$ cat config.mk
export PLATFORM = sky130hd
export DESIGN_NAME = instr_fetch_unit
export DESIGN_NICKNAME = d
export VERILOG_FILES = /design/src/rtl/instr_fetch_unit.sv
export SDC_FILE = /design/constraint.sdc
export NUM_CORES = 1
export LEC_CHECK = 0
export ABC_AREA = 1
export BUFFER_PORTS_ARGS = -buffer_cell sky130_fd_sc_hd__buf_2
export CAP_MARGIN = 20
export CORE_MARGIN = 8
export CORE_UTILIZATION = 61
export DETAILED_ROUTE_END_ITERATION = 7
export PLACE_DENSITY = 0.95
export SLEW_MARGIN = 30
export SYNTH_ARGS = -nofsm -noshare
export SYNTH_HDL_FRONTEND = slang
export SYNTH_SLANG_ARGS = --single-unit
$ cat constraint.sdc
create_clock -name clk -period 11.3 [get_ports clk]
set_input_delay 1.13 -clock clk [delete_from_list [all_inputs] [get_ports clk]]
set_output_delay 1.13 -clock clk [all_outputs]
set_load 0.005 [all_outputs]
$ cat src/rtl/instr_fetch_unit.sv
// Instruction fetch unit: single-outstanding memory reader feeding a 2-entry
// {pc, instr} queue to decode, with redirect flush and drain of stale responses.
module instr_fetch_unit #(
  parameter logic [31:0] RESET_PC = 32'h0000_0000
) (
  input  logic        clk,
  input  logic        reset,
  output logic        mem_req,
  output logic [31:0] mem_addr,
  input  logic        mem_ack,
  input  logic [31:0] mem_rdata,
  input  logic        redirect_valid,
  input  logic [31:0] redirect_pc,
  output logic        out_valid,
  output logic [31:0] out_instr,
  output logic [31:0] out_pc,
  input  logic        in_ready
);

  localparam logic [31:0] RESET_PC_AL = {RESET_PC[31:2], 2'b00};

  typedef enum logic {FETCH, DRAIN} state_t;

  state_t      r_state;
  logic [31:0] r_fetch_pc;
  logic [31:0] r_pending_pc;
  logic [1:0]  r_count;
  logic        r_rd_ptr;
  logic        r_wr_ptr;
  logic [31:0] r_pc_q    [2];
  logic [31:0] r_instr_q [2];

  logic [31:0] w_redir_pc;
  logic        w_done;
  logic        w_push;
  logic        w_pop;

  assign w_redir_pc = {redirect_pc[31:2], 2'b00};

  // Requests stay up in DRAIN; in FETCH the queue only fills via acked
  // requests, so a raised request cannot be withdrawn before its ack.
  assign mem_req  = !reset && ((r_state == DRAIN) || (r_count != 2'd2));
  assign mem_addr = r_fetch_pc;

  assign w_done = mem_req && mem_ack;
  assign w_push = (r_state == FETCH) && w_done && !redirect_valid;
  assign w_pop  = out_valid && in_ready && !redirect_valid;

  assign out_valid = (r_count != 2'd0);
  assign out_pc    = r_pc_q[r_rd_ptr];
  assign out_instr = r_instr_q[r_rd_ptr];

  always_ff @(posedge clk or posedge reset) begin
    if (reset) begin
      r_state      <= FETCH;
      r_fetch_pc   <= RESET_PC_AL;
      r_pending_pc <= 32'h0;
    end else begin
      case (r_state)
        FETCH: begin
          if (redirect_valid) begin
            if (mem_req && !mem_ack) begin
              r_pending_pc <= w_redir_pc;
              r_state      <= DRAIN;
            end else begin
              r_fetch_pc <= w_redir_pc;
            end
          end else if (w_done) begin
            r_fetch_pc <= r_fetch_pc + 32'd4;
          end
        end
        DRAIN: begin
          if (w_done) begin
            r_fetch_pc <= redirect_valid ? w_redir_pc : r_pending_pc;
            r_state    <= FETCH;
          end else if (redirect_valid) begin
            r_pending_pc <= w_redir_pc;
          end
        end
        default: r_state <= FETCH;
      endcase
    end
  end

  always_ff @(posedge clk or posedge reset) begin
    if (reset) begin
      r_count      <= 2'd0;
      r_rd_ptr     <= 1'b0;
      r_wr_ptr     <= 1'b0;
      r_pc_q[0]    <= 32'h0;
      r_pc_q[1]    <= 32'h0;
      r_instr_q[0] <= 32'h0;
      r_instr_q[1] <= 32'h0;
    end else if (redirect_valid) begin
      r_count  <= 2'd0;
      r_rd_ptr <= 1'b0;
      r_wr_ptr <= 1'b0;
    end else begin
      if (w_push) begin
        r_pc_q[r_wr_ptr]    <= r_fetch_pc;
        r_instr_q[r_wr_ptr] <= mem_rdata;
        r_wr_ptr            <= ~r_wr_ptr;
      end
      if (w_pop) begin
        r_rd_ptr <= ~r_rd_ptr;
      end
      case ({w_push, w_pop})
        2'b10:   r_count <= r_count + 2'd1;
        2'b01:   r_count <= r_count - 2'd1;
        default: r_count <= r_count;
      endcase
    end
  end

endmodule

==> run summary, run 1 <==
result of the run: completed
number of hold-repair buffers added at the cts stage: 0
number of buffers added by the clock tree synthesis step: 17
worst min-delay path category: reg -> reg
core area: 15200 um^2
Post-Route WL: 24530 um
relative max-transition margin: 0.4356
Via Count: 8650
wire length of the first global-routing pass: 40010 um
count of endpoints failing hold in the final timing report: 0
maximum number of pins on one net before global-route repair: 122
worst-case vdd ir drop: 0.1233 mV
via count of the first global-routing pass: 8147
Netlist Area Pre-Place: 9515 um^2
non-filler cells in the finished layout: 1580
final weighted congestion in routability-driven placement: 0.9063
number of warnings reported in the yosys synthesis log: 0
TritonCTS clock tree: yes
count of routing violations after the opening detailed-route iteration: 815
post-synthesis cell count: 1253
remaining global-route overflow: 0
count of pins on the block boundary: 167
setup slack, reg-to-reg: 8590 ps
count of TritonRoute iterations in the first routing pass: 6
remaining design rule violation count: 0
Least-Margin Pin Slew: 846.6 ps
fraction of final layout cells sized beyond drive strength 1: 0.1659
Layout area overhead: 14.11%
net switching power: 1.100 mW
starting utilization of the core area: 0.6259
Setup TNS Final: 0 ps
worst reg2reg startpoint: r_state
overall die width: 140.9 um
nets@finish: 1449
Clock Sinks: 197
Final period util: 0.3037
class of the most critical setup path: in -> reg
startpoint class of the critical path: input pin
proportion of total power due to net switching: 0.3960
sequential share of power: 0.443
Total Routing Usage GR: 0.2482
Rows: 45
Crit path arrival time: 3700 ps
Port Buffer Count: 164
RSZ-0062 raised after global routing: false
sequential fraction of the synthesis area: 0.5181
endpoint class of the critical path: register
leakage dissipation: 5.768 nW
final design instance area without fill: 10860 um^2
number of cells after detailed placement: 1548
count of final max-slew check failures: 0
final core utilization: 0.7142
post-place instance area: 10310 um^2
DIE AREA: 19850 um^2
clock tree buffer depth: 2
total of max-cap violations: 0
total inserted antenna cells: 0
proportion of power drawn by combinational gates: 0.354
remaining number of nets flagged by the antenna check after routing: 0
Min-Delay Startpoint: r_pending_pc[13]
placed wire-length estimate: 16930 um
clock group share of total power: 0.202
Resized Gates After CTS: 0
register bit total from synthesis: 197
fmax: 291.4 MHz
largest fanout on the critical path: 121
design internal power: 1.677 mW
syn_nets: 1323
number of H-tree branching levels: 4
WL/cell: 15.53 um
post-CTS setup buffer count: 0
per-instance average area after synthesis: 7.594 um^2
vias per inst: 5.475
initial antenna violation count: 0
CTS clk-pin slew, worst paths: 70 ps
CTS root buf: clkbuf_16
Worst Hold Depth: 2
number of cells traversed by the worst register-to-register path: 5
cell area power density: 255.8 nW/um^2
clock insertion delay at the later pin of the skew report: 430 ps
height of the chip: 140.9 um
Critical Path RT: 11570 ps
Min-Delay Endpoint: r_pending_pc[13]
clock skew after layout: 7.506 ps
post-layout minimum cycle time: 3432 ps
Final Setup Violations: 0
worst r2r dst: r_instr_q[31]
Distinct cells, synth: 34
## per-stage QoR
stage                     hold WS (ps)  power, mW  setup slack [ps]
final                            485.8      2.777              7868
after global routing             509.1      2.973              7613
after CTS                        482.4      2.779              7606
after detailed placement         464.5      2.213              7159
after global placement           453.1      2.156              7286
after floorplan                  442.2      1.808              4532
## flip-flops by register name, indices dropped and copies added (netlist names)
name and count:
r_wr_ptr 1, r_pending_pc 32, r_rd_ptr 1, r_state 1, mem_addr 32, r_instr_q 64
r_count 2, r_pc_q 64
## area by class of cell
cell class | count | area [um^2]
tap | 188 | 235.2
inverter | 122 | 465.4
sequential | 197 | 4931
fill | 1226 | 4344
clock buffer | 18 | 439.2
multi-input combinational | 871 | 3810
clock inverter | 14 | 100.1
timing repair buffer | 170 | 877.1
## worst max-delay path, cell delays in order
cell and delay (ps):
buf_2 130, inv_8 530, nand2_4 160, nor2_8 170
nand2_1 130, nor2_4 450, buf_6 620, o21ai_0 210
## metal layers
layer	wire length (um)	share of wire	track usage
met1	10560	0.43	0.3312
met2	11390	0.46	0.3882
met3	2054	0.084	0.05300
met4	525	0.021	0.1012
met5	0	0	0
## Yosys cell counts
| cell | number | area (um^2) |
|---|---|---|
| a21oi_1 | 80 | 400.4 |
| a21oi_2 | 2 | 17.52 |
| a31oi_1 | 1 | 6.260 |
| and2_1 | 1 | 6.260 |
| buf_2 | 21 | 105.1 |
| buf_4 | 6 | 45.04 |
| buf_6 | 6 | 67.56 |
| clkbuf_1 | 30 | 112.6 |
| dfrtp_1 | 197 | 4930 |
| ha_1 | 1 | 12.51 |
| inv_1 | 116 | 435.4 |
| inv_2 | 6 | 22.52 |
| mux2_4 | 1 | 15.01 |
| nand2_1 | 425 | 1595 |
| nand2_2 | 2 | 12.51 |
| nand2_4 | 1 | 11.26 |
| nand3_1 | 44 | 220.2 |
| nand3_2 | 3 | 30.03 |
| nand4_1 | 10 | 62.56 |
| nor2_1 | 133 | 499.2 |
| nor2_2 | 5 | 31.28 |
| nor2_4 | 2 | 22.52 |
| nor2_8 | 1 | 20.02 |
| nor3_1 | 1 | 5.000 |
| nor3_2 | 1 | 10.01 |
| nor4_1 | 1 | 6.260 |
| o211ai_1 | 4 | 30.03 |
| o21ai_0 | 114 | 570.6 |
| o21ai_1 | 30 | 150.1 |
| o21ai_2 | 1 | 8.760 |
| o221ai_1 | 1 | 8.760 |
| o22ai_1 | 2 | 12.51 |
| or2_2 | 1 | 6.260 |
| xor2_1 | 3 | 26.28 |
## kinds of logic (layout without fill, tap and decap cells)
group	after synthesis	count (layout)	share of synthesized area
AND/OR/NAND/NOR	631	631	0.2668
AO/OA/AOI/OAI	235	235	0.1266
flip-flops	197	197	0.5181
buffers and inverters	185	324	0.08284
XOR/XNOR	3	3	0.002762
adder cells (fa/ha/maj)	1	1	0.001315
multiplexers	1	1	0.001577
## power groups by stage
stage | registers [mW] | logic, mW | clock network (mW)
after floorplan | 1.18 | 0.623 | 0
after global placement | 1.21 | 0.941 | 0
after detailed placement | 1.23 | 0.980 | 0
after CTS | 1.22 | 0.988 | 0.568
after global routing | 1.27 | 1.11 | 0.595
final | 1.23 | 0.984 | 0.562
## placed cells by master, fill, tap and decap left out, types with 2 or more instances in the layout
master and instances:
buf_4 3, inv_6 6, clkinv_4 2, inv_2 7
nand3_1 44, buf_2 164, inv_1 114, o21ai_0 114
dfrtp_1 196, o211ai_1 4, o21ai_1 30, a21oi_1 80
a21oi_2 2, buf_6 3, o22ai_1 2, clkbuf_16 17
nor2_1 133, xor2_1 3, nor2_4 3, nor2_2 4
nand2_2 2, clkinv_2 6, nand3_2 2, nand4_1 10
nand2_1 425
## worst max-delay path by stage
stage | from | endpoint | cells past startpoint
4_1_cts | reset | r_instr_q[31] | 8
2_1_floorplan | reset | mem_req | 3
5_1_grt | reset | r_instr_q[31] | 8
3_3_place_gp | reset | r_instr_q[31] | 8
3_5_place_dp | reset | r_instr_q[31] | 8
6_report | reset | r_instr_q[31] | 8
Note: power is estimated with default switching activity, not from simulation.
==> inputs of run 2 (changes only) <==
--- a/config.mk
+++ b/config.mk
@@ -9,9 +9,9 @@
 export BUFFER_PORTS_ARGS = -buffer_cell sky130_fd_sc_hd__buf_2
 export CAP_MARGIN = 20
 export CORE_MARGIN = 8
-export CORE_UTILIZATION = 61
+export CORE_UTILIZATION = 51
 export DETAILED_ROUTE_END_ITERATION = 7
-export PLACE_DENSITY = 0.95
+export PLACE_DENSITY = 0.88
 export SLEW_MARGIN = 30
 export SYNTH_ARGS = -nofsm -noshare
 export SYNTH_HDL_FRONTEND = slang
==> constraint.sdc (replaced) <==
create_clock -name clk -period 3.1 [get_ports clk]
set_input_delay 0.31 -clock clk [delete_from_list [all_inputs] [get_ports clk]]
set_output_delay 0.31 -clock clk [all_outputs]
set_load 0.005 [all_outputs]
==> run 2 against run 1 <==
Net effect: via count down 2.2%; sequential power grew to 3.6 times the previous value; total power rose to 3.7 times the previous value; critical endpoint is now r_pending_pc[15]; worst setup slack lost 7100 ps; critical path type is now reg -> reg; largest power group unchanged.
==> run summary, run 2 (synthesis gave the netlist of run 1 again) <==
RSZ-0062 raised after global routing: false
final weighted congestion in routability-driven placement: 0.9307 (+2.7%)
initial antenna violation count: 0 (unchanged)
crit-path max cell delay: 470 ps (-150 ps)
fraction of final layout cells sized beyond drive strength 1: 0.1749 (+0.008962)
relative max-transition margin: 0.4945 (+0.05883)
height of the chip: 152.6 um (+8.3%)
worst hold slack: 93.25 ps (-392.6 ps)
largest fanout on the critical path: 37 (-69%)
clock skew after layout: 12.88 ps (+5.373 ps)
post-CTS setup buffer count: 0 (unchanged)
TritonCTS clock tree: yes
count of final max-slew check failures: 0 (unchanged)
Port Buffer Count: 164 (unchanged)
Total Routing Usage GR: 0.2115 (-0.03662)
starting utilization of the core area: 0.5139 (-0.1121)
endpoint class of the critical path: register
remaining design rule violation count: 0 (unchanged)
startpoint class of the critical path: register
leakage dissipation: 5.795 nW (+0.47%)
setup slack after placement: 733.0 ps (-6426 ps)
Post-Route WL: 24850 um (+1.3%)
worst-case vdd ir drop: 0.5147 mV (+320%)
Final Setup Violations: 0 (unchanged)
CTS clk-pin slew, worst paths: 70 ps (about the same)
Filler cells: 1628 (+33%)
cell area power density: 937.1 nW/um^2 (+270%)
number of buffers and inverters on the critical path: 3 (unchanged)
total of max-cap violations: 0 (unchanged)
final design instance area without fill: 11070 um^2 (+2.0%)
count of endpoints failing hold in the final timing report: 0 (unchanged)
DIE AREA: 23280 um^2 (+17%)
kind of cell adding the most delay to the critical path: simple AND/OR/NAND/NOR gates
clock tree buffer depth: 2 (unchanged)
maximum number of pins on one net before global-route repair: 144 (+18%)
class of the most critical setup path: reg -> reg
total inserted antenna cells: 0 (unchanged)
Via Count: 8457 (-2.2%)
result of the run: completed
count of pins on the block boundary: 167 (unchanged)
vias per inst: 5.192 (-5.2%)
non-filler cells in the finished layout: 1629 (+3.1%)
most used cells in the layout excluding fill and tap cells: nand2_1, dfrtp_1, buf_2, nor2_1, inv_1
post-layout minimum cycle time: 2291 ps
start point of the critical path: r_state
count of TritonRoute iterations in the first routing pass: 5 (-1)
Final period util: 0.7389
overall die width: 152.6 um (+8.3%)
final critical-path setup slack: 809.4 ps (-7058 ps)
Min-Delay Startpoint: redirect_pc[21]
WL/cell: 15.25 um (-1.8%)
critical path cell sequence: inv_2 -> nand3_2 -> nand2_4 -> nor2_8 -> inv_4 -> nand2_2 -> nor2_4 -> inv_4 -> nand2_1 -> o21ai_0
number of cells after detailed placement: 1597 (+3.2%)
CTS root buf: clkbuf_16
number of hold-repair buffers added at the cts stage: 0 (unchanged)
number of H-tree branching levels: 4 (unchanged)
largest registers: r_instr_q: 64 flops, r_pc_q: 64 flops
Rows: 50 (+11%)
total power: 10.38 mW (+270%)
worst reg2reg startpoint: r_state
most common library cell in the layout ignoring fill and taps: nand2_1
cell repeated most along the worst path: inv_4
remaining global-route overflow: 0 (unchanged)
via count of the first global-routing pass: 7952 (-2.4%)
Worst path slowest cell: nor2_4
nets@finish: 1452 (+0.21%)
Clock Sinks: 197 (unchanged)
core area: 18520 um^2 (+22%)
Critical Path RT: 3410 ps (-8160 ps)
fmax: 436.6 MHz
post-place instance area: 10480 um^2 (+1.7%)
remaining number of nets flagged by the antenna check after routing: 0 (unchanged)
number of buffers added by the clock tree synthesis step: 17 (unchanged)
worst min-delay path category: in -> reg
wire length of the first global-routing pass: 40400 um (+0.96%)
placed wire-length estimate: 17070 um (+0.85%)
Layout area overhead: 16.36%
Resized Gates After CTS: 0 (unchanged)
Crit path arrival time: 2600 ps (-1100 ps)
clock insertion delay at the later pin of the skew report: 440 ps (about the same)
Least-Margin Pin Slew: 758.3 ps (-88.24 ps)
count of routing violations after the opening detailed-route iteration: 850 (+4.3%)
[run 2: final cells by class]
type                       instances  area (um^2)  share of cell area
clock buffer                      17        425.4             0.03842
clock inverter                    15        165.2             0.01492
sequential                       197         4931              0.4454
multi-input combinational        871         3865              0.3491
tap                              234        292.8             0.02644
inverter                         122        466.7             0.04215
timing repair buffer             173        925.9             0.08363
[run 2: final timing paths]
check / to / slack, ps / depth (start not counted)
max in group asynchronous: r_pc_q[53] / 1670 / 4
worst max-delay path: r_pending_pc[15] / 810 / 10
worst max register to register: r_pending_pc[15] / 810 / 10
min in group asynchronous: r_instr_q[54] / 210 / 3
worst min register to register: r_pc_q[33] / 490 / 2
worst min-delay path: r_pending_pc[21] / 90 / 3
[run 2: tightest hold or removal path, cell delays in order]
cell	delay [ps]
buf_2	90
nand2_1	50
nand2_1	50
[run 2: metal layers]
| layer | GRT usage | routed length [um] | up-vias |
|---|---|---|---|
| met3 | 0.05530 | 1890 | 37 |
| met4 | 0.07210 | 491 | 0 |
| li1 | - | - | 4205 |
| met2 | 0.3274 | 11540 | 312 |
| met5 | 0 | 0 | - |
| met1 | 0.2836 | 10930 | 3903 |
[run 2: report_power, final]
group	switching (mW)	internal (mW)	total (mW)
sequential	0.807	3.68	4.48
combinational	2.25	1.43	3.68
clock	1.06	1.15	2.21
[run 2: per-stage QoR]
step	setup TNS, ps	util
floorplan	-240340	-
global placement	0	0.5660
detailed placement	0	0.5660
CTS	0	0.5979
global route	0	0.5979
finish	0	0.5979
